### config.mk
export PLATFORM = sky130hd
export DESIGN_NAME = ula_seq_ctrl
export DESIGN_NICKNAME = d
export VERILOG_FILES = /design/src/rtl/ula_seq_ctrl.sv
export SDC_FILE = /design/constraint.sdc
export NUM_CORES = 1
export LEC_CHECK = 0
export ABC_AREA = 1
export CELL_PAD_IN_SITES_DETAIL_PLACEMENT = 1
export CELL_PAD_IN_SITES_GLOBAL_PLACEMENT = 2
export CORE_ASPECT_RATIO = 1.2
export CORE_MARGIN = 3
export CORE_UTILIZATION = 22
export CTS_BUF_LIST = sky130_fd_sc_hd__clkbuf_8
export DETAILED_ROUTE_END_ITERATION = 7
export PLACE_DENSITY = 0.82
export SLEW_MARGIN = 20
export SYNTH_ARGS = -nofsm -noshare
export SYNTH_HDL_FRONTEND = slang
export SYNTH_SLANG_ARGS = --single-unit
### constraint.sdc
create_clock -name clk -period 1.2 [get_ports clk]
set_clock_uncertainty 0.05 [all_clocks]
set_input_delay 0.24 -clock clk [delete_from_list [all_inputs] [get_ports clk]]
set_output_delay 0.24 -clock clk [all_outputs]
set_load 0.02 [all_outputs]
### src/rtl/ula_seq_ctrl.sv
// ----------------------------------------------------------------------------
// ula_seq_ctrl -- sequencing controller for an 8-bit ALU (ULA).
//
// Accepts one operation request in IDLE, registers the operands and the
// opcode, drives a one-hot operation select to an external combinational
// ALU while in EXEC, and captures the ALU result on the last EXEC cycle.
// Multiply and divide (opcodes 010/011) stay in EXEC for MD_WAIT extra
// cycles so a slower datapath has time to settle.
//
// Parameters:
//   MD_WAIT   extra EXEC cycles for multi/div (0..15)
//
// Optional feature (macro ULA_DIV0_CHK_EN):
//   When defined, a divide accepted with b_in == 0 skips the wait, takes a
//   single EXEC cycle and reports result 8'hFF with err_div0 = 1. When not
//   defined, divide behaves like any other multi-cycle op and err_div0 is 0.
//
// Ports:
//   clk       in   clock, rising edge
//   rst_n     in   asynchronous active-low reset
//   start     in   operation request, sampled only in IDLE
//   opcode    in   3-bit operation code (000 soma ... 111 not)
//   a_in      in   operand A
//   b_in      in   operand B
//   alu_res   in   combinational ALU result
//   a_out     out  registered operand A to the ALU
//   b_out     out  registered operand B to the ALU
//   sel_op    out  one-hot operation select (8'h00 in IDLE)
//   busy      out  high while in EXEC
//   done      out  one-cycle completion pulse
//   result    out  captured result, held until the next capture
//   zero      out  result == 0, registered with result
//   err_div0  out  divide-by-zero flag, registered with result
//
// Handshake: start is a level request. It is accepted on any rising edge
// where the controller is IDLE (including the cycle done is high); while
// busy is high start is ignored and nothing is queued.
// ----------------------------------------------------------------------------
module ula_seq_ctrl #(
    parameter int unsigned MD_WAIT = 3
) (
    input  logic       clk,
    input  logic       rst_n,
    input  logic       start,
    input  logic [2:0] opcode,
    input  logic [7:0] a_in,
    input  logic [7:0] b_in,
    input  logic [7:0] alu_res,
    output logic [7:0] a_out,
    output logic [7:0] b_out,
    output logic [7:0] sel_op,
    output logic       busy,
    output logic       done,
    output logic [7:0] result,
    output logic       zero,
    output logic       err_div0
);

    typedef enum logic {
        IDLE = 1'b0,
        EXEC = 1'b1
    } state_e;

    localparam logic [3:0] MD_WAIT_C = 4'(MD_WAIT);

    state_e     state_q,  state_d;
    logic [3:0] wcnt_q,   wcnt_d;
    logic [7:0] a_q,      a_d;
    logic [7:0] b_q,      b_d;
    logic [2:0] op_q,     op_d;
    logic [7:0] result_q, result_d;
    logic       zero_q,   zero_d;
    logic       done_q,   done_d;
`ifdef ULA_DIV0_CHK_EN
    logic       div0_q,   div0_d;
    logic       err_q,    err_d;
`endif

    always_comb begin
        state_d  = state_q;
        wcnt_d   = wcnt_q;
        a_d      = a_q;
        b_d      = b_q;
        op_d     = op_q;
        result_d = result_q;
        zero_d   = zero_q;
        done_d   = 1'b0;
`ifdef ULA_DIV0_CHK_EN
        div0_d   = div0_q;
        err_d    = err_q;
`endif

        if (state_q == IDLE) begin
            if (start) begin
                a_d     = a_in;
                b_d     = b_in;
                op_d    = opcode;
                wcnt_d  = (opcode == 3'b010 || opcode == 3'b011) ? MD_WAIT_C : 4'd0;
`ifdef ULA_DIV0_CHK_EN
                // Divide by zero is resolved locally, so no settle time needed.
                div0_d  = (opcode == 3'b011) && (b_in == 8'h00);
                if (div0_d) begin
                    wcnt_d = 4'd0;
                end
`endif
                state_d = EXEC;
            end
        end else begin
            if (wcnt_q != 4'd0) begin
                wcnt_d = wcnt_q - 4'd1;
            end else begin
                result_d = alu_res;
                zero_d   = (alu_res == 8'h00);
`ifdef ULA_DIV0_CHK_EN
                err_d    = 1'b0;
                if (div0_q) begin
                    result_d = 8'hFF;
                    zero_d   = 1'b0;
                    err_d    = 1'b1;
                end
`endif
                done_d   = 1'b1;
                state_d  = IDLE;
            end
        end
    end

    always_ff @(posedge clk or negedge rst_n) begin
        if (!rst_n) begin
            state_q  <= IDLE;
            wcnt_q   <= 4'd0;
            a_q      <= 8'h00;
            b_q      <= 8'h00;
            op_q     <= 3'b000;
            result_q <= 8'h00;
            zero_q   <= 1'b1;
            done_q   <= 1'b0;
`ifdef ULA_DIV0_CHK_EN
            div0_q   <= 1'b0;
            err_q    <= 1'b0;
`endif
        end else begin
            state_q  <= state_d;
            wcnt_q   <= wcnt_d;
            a_q      <= a_d;
            b_q      <= b_d;
            op_q     <= op_d;
            result_q <= result_d;
            zero_q   <= zero_d;
            done_q   <= done_d;
`ifdef ULA_DIV0_CHK_EN
            div0_q   <= div0_d;
            err_q    <= err_d;
`endif
        end
    end

    // The select is decoded from registered state only, so it is glitch-free
    // relative to input changes and drops to zero as soon as reset asserts.
    assign sel_op = (state_q == EXEC) ? (8'h01 << op_q) : 8'h00;
    assign busy   = (state_q == EXEC);
    assign done   = done_q;
    assign a_out  = a_q;
    assign b_out  = b_q;
    assign result = result_q;
    assign zero   = zero_q;
`ifdef ULA_DIV0_CHK_EN
    assign err_div0 = err_q;
`else
    assign err_div0 = 1'b0;
`endif

endmodule

==> results of run 1 <==
synthesized netlist by cell type:
| cell | n | area (µm²) |
|---|---|---|
| a21oi_1 | 2 | 10.0 |
| buf_2 | 1 | 5.00 |
| buf_4 | 2 | 15.0 |
| buf_6 | 5 | 56.3 |
| conb_1 | 1 | 3.75 |
| dfrtp_1 | 33 | 826 |
| dfstp_2 | 1 | 26.3 |
| ha_1 | 1 | 12.5 |
| inv_1 | 9 | 33.8 |
| inv_2 | 2 | 7.51 |
| nand2_1 | 75 | 282 |
| nand2_2 | 1 | 6.26 |
| nand2_4 | 1 | 11.3 |
| nand3_1 | 21 | 105 |
| nand3_2 | 3 | 30.0 |
| nor2_1 | 15 | 56.3 |
| nor2_2 | 1 | 6.26 |
| o21ai_1 | 3 | 15.0 |
| o21ai_2 | 2 | 17.5 |
| or2_1 | 1 | 6.26 |
| xor2_1 | 1 | 8.76 |
metal layers:
layer  GRT usage  routed length [µm]  vias up
met5           0                   0        -
met4      0.0384                  61        0
met3      0.0213                 173        4
met2       0.198                2310       35
met1       0.126                1660      697
li1            -                   -      733
report_power, final:
group	switching [mW]	internal (mW)
clock network	0.431	0.887
logic	2.16	1.57
registers	0.306	1.69
total	2.90	4.15
cell type report:
type	instances	area (µm²)
multi-input cells	128	673
clock inverters	2	60.1
inverters	11	41.3
flip-flops and latches	34	853
clock buffers	6	82.6
well taps	85	106
repair buffers	90	746
fillers	801	4040
flip-flops by register name (all words and copies together) (netlist names):
register / count
a_out: 8
b_out: 8
busy: 1
done: 1
op_q: 3
result: 8
wcnt_q: 4
zero: 1
cell usage in the layout, fill, tap and decap left out:
master / netlist / final
nand3_1: 21 / 21
xor2_1: 1 / 1
nand2_1: 75 / 63
nor2_1: 15 / 9
dlygate4sd3_1: 0 / 1
buf_6: 5 / 8
nand2_4: 1 / 3
o21ai_2: 2 / 2
dfstp_2: 1 / 1
clkbuf_8: 0 / 6
conb_1: 1 / 1
nor2_2: 1 / 2
nor2_4: 0 / 5
buf_8: 0 / 1
ha_4: 0 / 1
inv_1: 9 / 5
bufinv_16: 0 / 2
buf_12: 0 / 2
nand2_2: 1 / 11
buf_4: 2 / 24
inv_2: 2 / 6
nand3_2: 3 / 2
nand3_4: 0 / 1
a21oi_1: 2 / 2
dfrtp_1: 33 / 32
o21ai_1: 3 / 3
dfrtp_2: 0 / 1
clkdlybuf4s50_1: 0 / 28
buf_2: 1 / 26
or2_4: 0 / 1
kinds of logic (layout without fill, tap and decap cells):
logic type	after synthesis	after routing	synth area share
compound gates	7	7	0.0276
xor+xnor	1	1	0.00569
fa+ha+maj	1	1	0.00812
buf+inv	19	109	0.0764
flops	34	34	0.553
other cells	1	1	0.00243
simple gates	118	118	0.327
path summary, 6_finish.rpt:
check	startpoint	endpoint	slack, ns	cells after the start
setup reg to reg	busy	wcnt_q[1]	-0.07	7
setup / recovery	op_q[2]	sel_op[1]	-0.27	3
hold / removal	rst_n	result[5]	0.39	3
max in group asynchronous	rst_n	zero	0.46	3
min in group clk	b_out[4]	b_out[4]	0.42	2
hold reg to reg	b_out[4]	b_out[4]	0.42	2
what timing repair did:
action / in CTS / in global routing
endpoints found under the setup margin: 66 / 42
resized for setup: 168 / 16
gates cloned: 0 / 0
pin swaps: 1 / 4
hold endpoints to repair: 33 / 0
hold buffers: 1 / 0
buffers inserted: 2 / 0
worst reg2reg max path, delay by kind of cell, from the launching register on:
family                 cells  cell delay, ns
buffers and inverters      3            0.47
and+or+nand+nor            4            0.29
DFF                        1            0.41
stage by stage:
stage / setup WS [ns] / cells / hold slack, ns
6_report: -0.270 / 356 / 0.395
5_1_grt: -0.320 / 356 / 0.416
4_1_cts: -0.305 / 356 / 0.390
3_5_place_dp: -0.441 / 346 / 0.172
3_3_place_gp: -0.430 / 346 / 0.163
2_1_floorplan: -0.0394 / 181 / -0.106
==> impl_metrics.ini, run 1 <==
[synth]
ys.warnings.count = 0
synthCells = 181
yosysSeqAreaShare = 0.553
synth_fp_nets = 212
avgSynthCellArea_um2 = 8.51
ys_ff_latch = 34
synthesis.area_um2 = 1540
synthDistinctLibCells = 21

[power_and_ir_drop]
finalPower_mw = 7.05
leakage_nw = 1.31
irDropWorstVdd_mv = 0.810
powerDensity_nw_per_um2 = 2750

[routing]
wl_per_cell_um = 11.8
via_per_inst = 4.13
drc = 0
vias = 1469
drt_iter0_markers = 32
ant_nets = 0
drt_wl_total_um = 4200
first_pass_iters = 4

[run_status]
status = finished, violations left
violations = setup timing

[timing]
setup_viol = 33
final_hold_viol_count = 0
worst_slack_ns = -0.270
period_share = 1.23
min_period_ns = 1.47
drv_slew = 0
rsz0062_at_grt = true
setup_tns_ns = -2.94
fmax_mhz = 680

[placement]
gp_congestion = 0.693
place_area_um2 = 2440
portBuffers = 64
dp_hpwl_um = 3190

[global_route]
grt_max_degree = 35
grt_usage = 0.111
grt_antenna_before_repair = 0
grt_pass1_wl_um = 7000
grt_pass1_vias = 1511
overflow = 0

[setup_path]
max_stage_delay_ns = 0.38
startpoint_type = flop
path_class = flop to output pin
cp_top_family = simple AND/OR/NAND/NOR gates
required_ns = 0.91
path_cells = or2_4 -> nor2_4 -> buf_6
worst_path_max_delay_cell = dfrtp_1
critPathMaxFanout = 4
worstPathArrival_ns = 1.18
critPathBufInv = 1
critPathCaptureType = output pin

[cts]
clk-insertion-delay-late_ns = 0.28
clock-sinks = 34
root_buffer = clkbuf_8
clk_transition_reported_paths_ns = 0.07
numCtsBuffers = 5
clk_path_buf_depth = 2
cts_tree = built
cts_htree_levels = 2

[floorplanning]
dieHeight_um = 97.7
die_w_um = 82.4
dieArea_um2 = 8040
start_util = 0.233
io_pins = 66
coreArea_um2 = 6610
fp-row-count = 32

[job]
drv_cap = 0

[cells_and_area]
num-nets-final = 301
final_area_um2 = 2560
final_layout_size_suffix_gt1_frac = 0.387
area_growth_pct = 66.4
diodes = 0
fin_util = 0.388

[hold_path]
hold_path.class = input port to asynchronous set/reset pin
Power figures use the tool's default switching activity.
==> run 2, diff against run 1 <==
--- a/config.mk
+++ b/config.mk
@@ -14,7 +14,6 @@
 export CTS_BUF_LIST = sky130_fd_sc_hd__clkbuf_8
 export DETAILED_ROUTE_END_ITERATION = 7
 export PLACE_DENSITY = 0.82
-export SLEW_MARGIN = 20
 export SYNTH_ARGS = -nofsm -noshare
 export SYNTH_HDL_FRONTEND = slang
 export SYNTH_SLANG_ARGS = --single-unit
==> results of run 2 <==
Same layout as run 1: the final DEF is identical, and so are final timing and power.
==> run 3, diff against run 2 <==
--- a/config.mk
+++ b/config.mk
@@ -13,6 +13,7 @@
 export CORE_UTILIZATION = 22
 export CTS_BUF_LIST = sky130_fd_sc_hd__clkbuf_8
 export DETAILED_ROUTE_END_ITERATION = 7
+export GPL_TIMING_DRIVEN = 0
 export PLACE_DENSITY = 0.82
 export SYNTH_ARGS = -nofsm -noshare
 export SYNTH_HDL_FRONTEND = slang
==> run 3 against run 2 <==
Effect of this change:
- the flow finishes with violations (hold timing, setup timing)
- die area stayed put
- worst hold slack got worse by 0.41 ns
- critical path depth stayed put
- final area decreased by 2.6%
- routed wire length fell by 0.26%
- critical path type unchanged
- flip-flop and latch count did not move
- clock-buffer cell count grew 2
- cell count is 2.8% lower
- largest cell class unchanged
- combinational power rose by 1%
- utilization down 1.0 points
- non-clock buffer count down 10
==> impl_metrics.ini, run 3 (same netlist as run 1, synthesis figures left out) <==
[run_status]
status = finished, violations left
violations = hold timing, setup timing

[global_route]
overflow = 0
grt_usage = 0.109
met1_usage = 0.126
gr-max-usage-layer = met2
grt_pass1_vias = 1416
grt_antenna_before_repair = 0
grt_pass1_wl_um = 6780
gr-usage-met2 = 0.192
grt_max_degree = 35
met3_usage = 0.0232

[setup_path]
critPathMaxFanout = 4
startpoint_type = flop
worst_path_max_delay_cell = dfrtp_1
cp_top_family = simple AND/OR/NAND/NOR gates
max_stage_delay_ns = 0.40
critPathCaptureType = output pin
path_class = flop to output pin
critPathBufInv = 1
path_cells = or2_4 -> nor2_4 -> buf_6
required_ns = 0.91
worstPathArrival_ns = 1.22

[cells_and_area]
diodes = 0
num-nets-final = 291
mostFrequentLayoutCells = nand2_1, dfrtp_1, buf_2, clkdlybuf4s50_1
final_cells = 346
final_layout_size_suffix_gt1_frac = 0.406
layout_commonest_cell = nand2_1
fillerInstances = 817
area_growth_pct = 62.1

[timing]
final_hold_viol_count = 23
min_period_ns = 1.51
slew_headroom = 0.483
setup_tns_ns = -2.74
period_share = 1.26
rsz0062_at_grt = true
setup_viol = 20
worst_pin_slew_ns = 0.775
fin_hold_ws_ns = -0.0195
fmax_mhz = 663
worst_slack_ns = -0.308
drv_slew = 0

[cts]
postCtsHoldBufs = 0
numCtsBuffers = 5
root_buffer = clkbuf_8
clk_path_buf_depth = 2
cts_tree = built
cts_htree_levels = 2
clock-sinks = 34
clk-insertion-delay-late_ns = 0.28
clk_transition_reported_paths_ns = 0.07

[power_and_ir_drop]
p_switching_mw = 3.00
sw_frac_of_total = 0.438
p_comb_frac = 0.555
clock_power_share = 0.145
leakage_nw = 1.25
p_int_mw = 3.84
p_seq_frac = 0.300
irDropWorstVdd_mv = 0.797
powerDensity_nw_per_um2 = 2740

[floorplanning]
dieHeight_um = 97.7
die_w_um = 82.4
fp-row-count = 32
dieArea_um2 = 8040
io_pins = 66
coreArea_um2 = 6610
start_util = 0.233

[placement]
gp_congestion = 0.718
dp.cells = 329
portBuffers = 63
dp_hpwl_um = 3010
place_ws_ns = -0.530

[routing]
via_per_inst = 4.16
drc = 0
first_pass_iters = 4
ant_nets = 0
drt_wl_total_um = 4190
vias = 1439
wl_per_cell_um = 12.1
drt_iter0_markers = 35

[job]
drv_cap = 0

[hold_path]
hold_path.class = input port to asynchronous set/reset pin
run 3: cell types whose count changed in the layout (fill, tap and decap cells not counted), sizes merged:
cell,change
clkdlybuf4s50,-1
clkbuf,+2
buf,-8
bufinv,-2
dlygate4sd3,-1
run 3: power by group through the flow:
stage,Clock [mW],Sequential (mW),Combinational (mW)
after floorplan,0,2.53,1.52
after global placement,0,2.04,3.44
after detailed placement,0,2.06,3.47
after CTS,1.05,2.04,3.53
after global routing,1.09,2.12,4.16
final,0.993,2.05,3.79
run 3: area by class of cell:
class	instances	area [µm²]	share of cell area
flip-flops and latches	34	853	0.342
multi-input cells	128	713	0.286
repair buffers	72	581	0.233
clock buffers	8	110	0.0441
well taps	85	106	0.0426
plain buffers	8	83.8	0.0336
inverters	11	48.8	0.0195
run 3: per-layer routing:
metal  vias up  share of wire  routed length, µm
li1        722              -                  -
met1       679           0.40               1660
met2        34           0.55               2290
met3         4          0.045                190
met4         0          0.013                 54
met5         -              0                  0
run 3: repair_timing:
action / CTS / global route
cloned: 1 / 0
gates resized for setup: 181 / 21
pin swaps: 11 / 6
endpoints found under the setup margin: 49 / 24
setup buffers: 5 / 4
hold endpoints to repair: 0 / 0
run 3: final timing paths:
check | startpoint | endpoint | depth (start not counted) | slack (ns)
worst min-delay path | rst_n | result[0] | 1 | -0.02
worst min register to register | b_out[0] | b_out[0] | 2 | 0.42
min in group clk | start | b_out[2] | 3 | 0.24
max in group asynchronous | rst_n | busy | 1 | 0.58
worst max-delay path | op_q[2] | sel_op[1] | 3 | -0.31
worst max register to register | busy | result[5] | 7 | -0.05
run 3: per-stage QoR:
| stage | cell area, µm² | power, mW | utilization |
|---|---|---|---|
| floorplan | 1570 | 4.05 | - |
| global placement | 2310 | 5.47 | 0.350 |
| detailed placement | 2310 | 5.53 | 0.349 |
| CTS | 2410 | 6.62 | 0.365 |
| global route | 2500 | 7.38 | 0.378 |
| finish | 2500 | 6.83 | 0.378 |
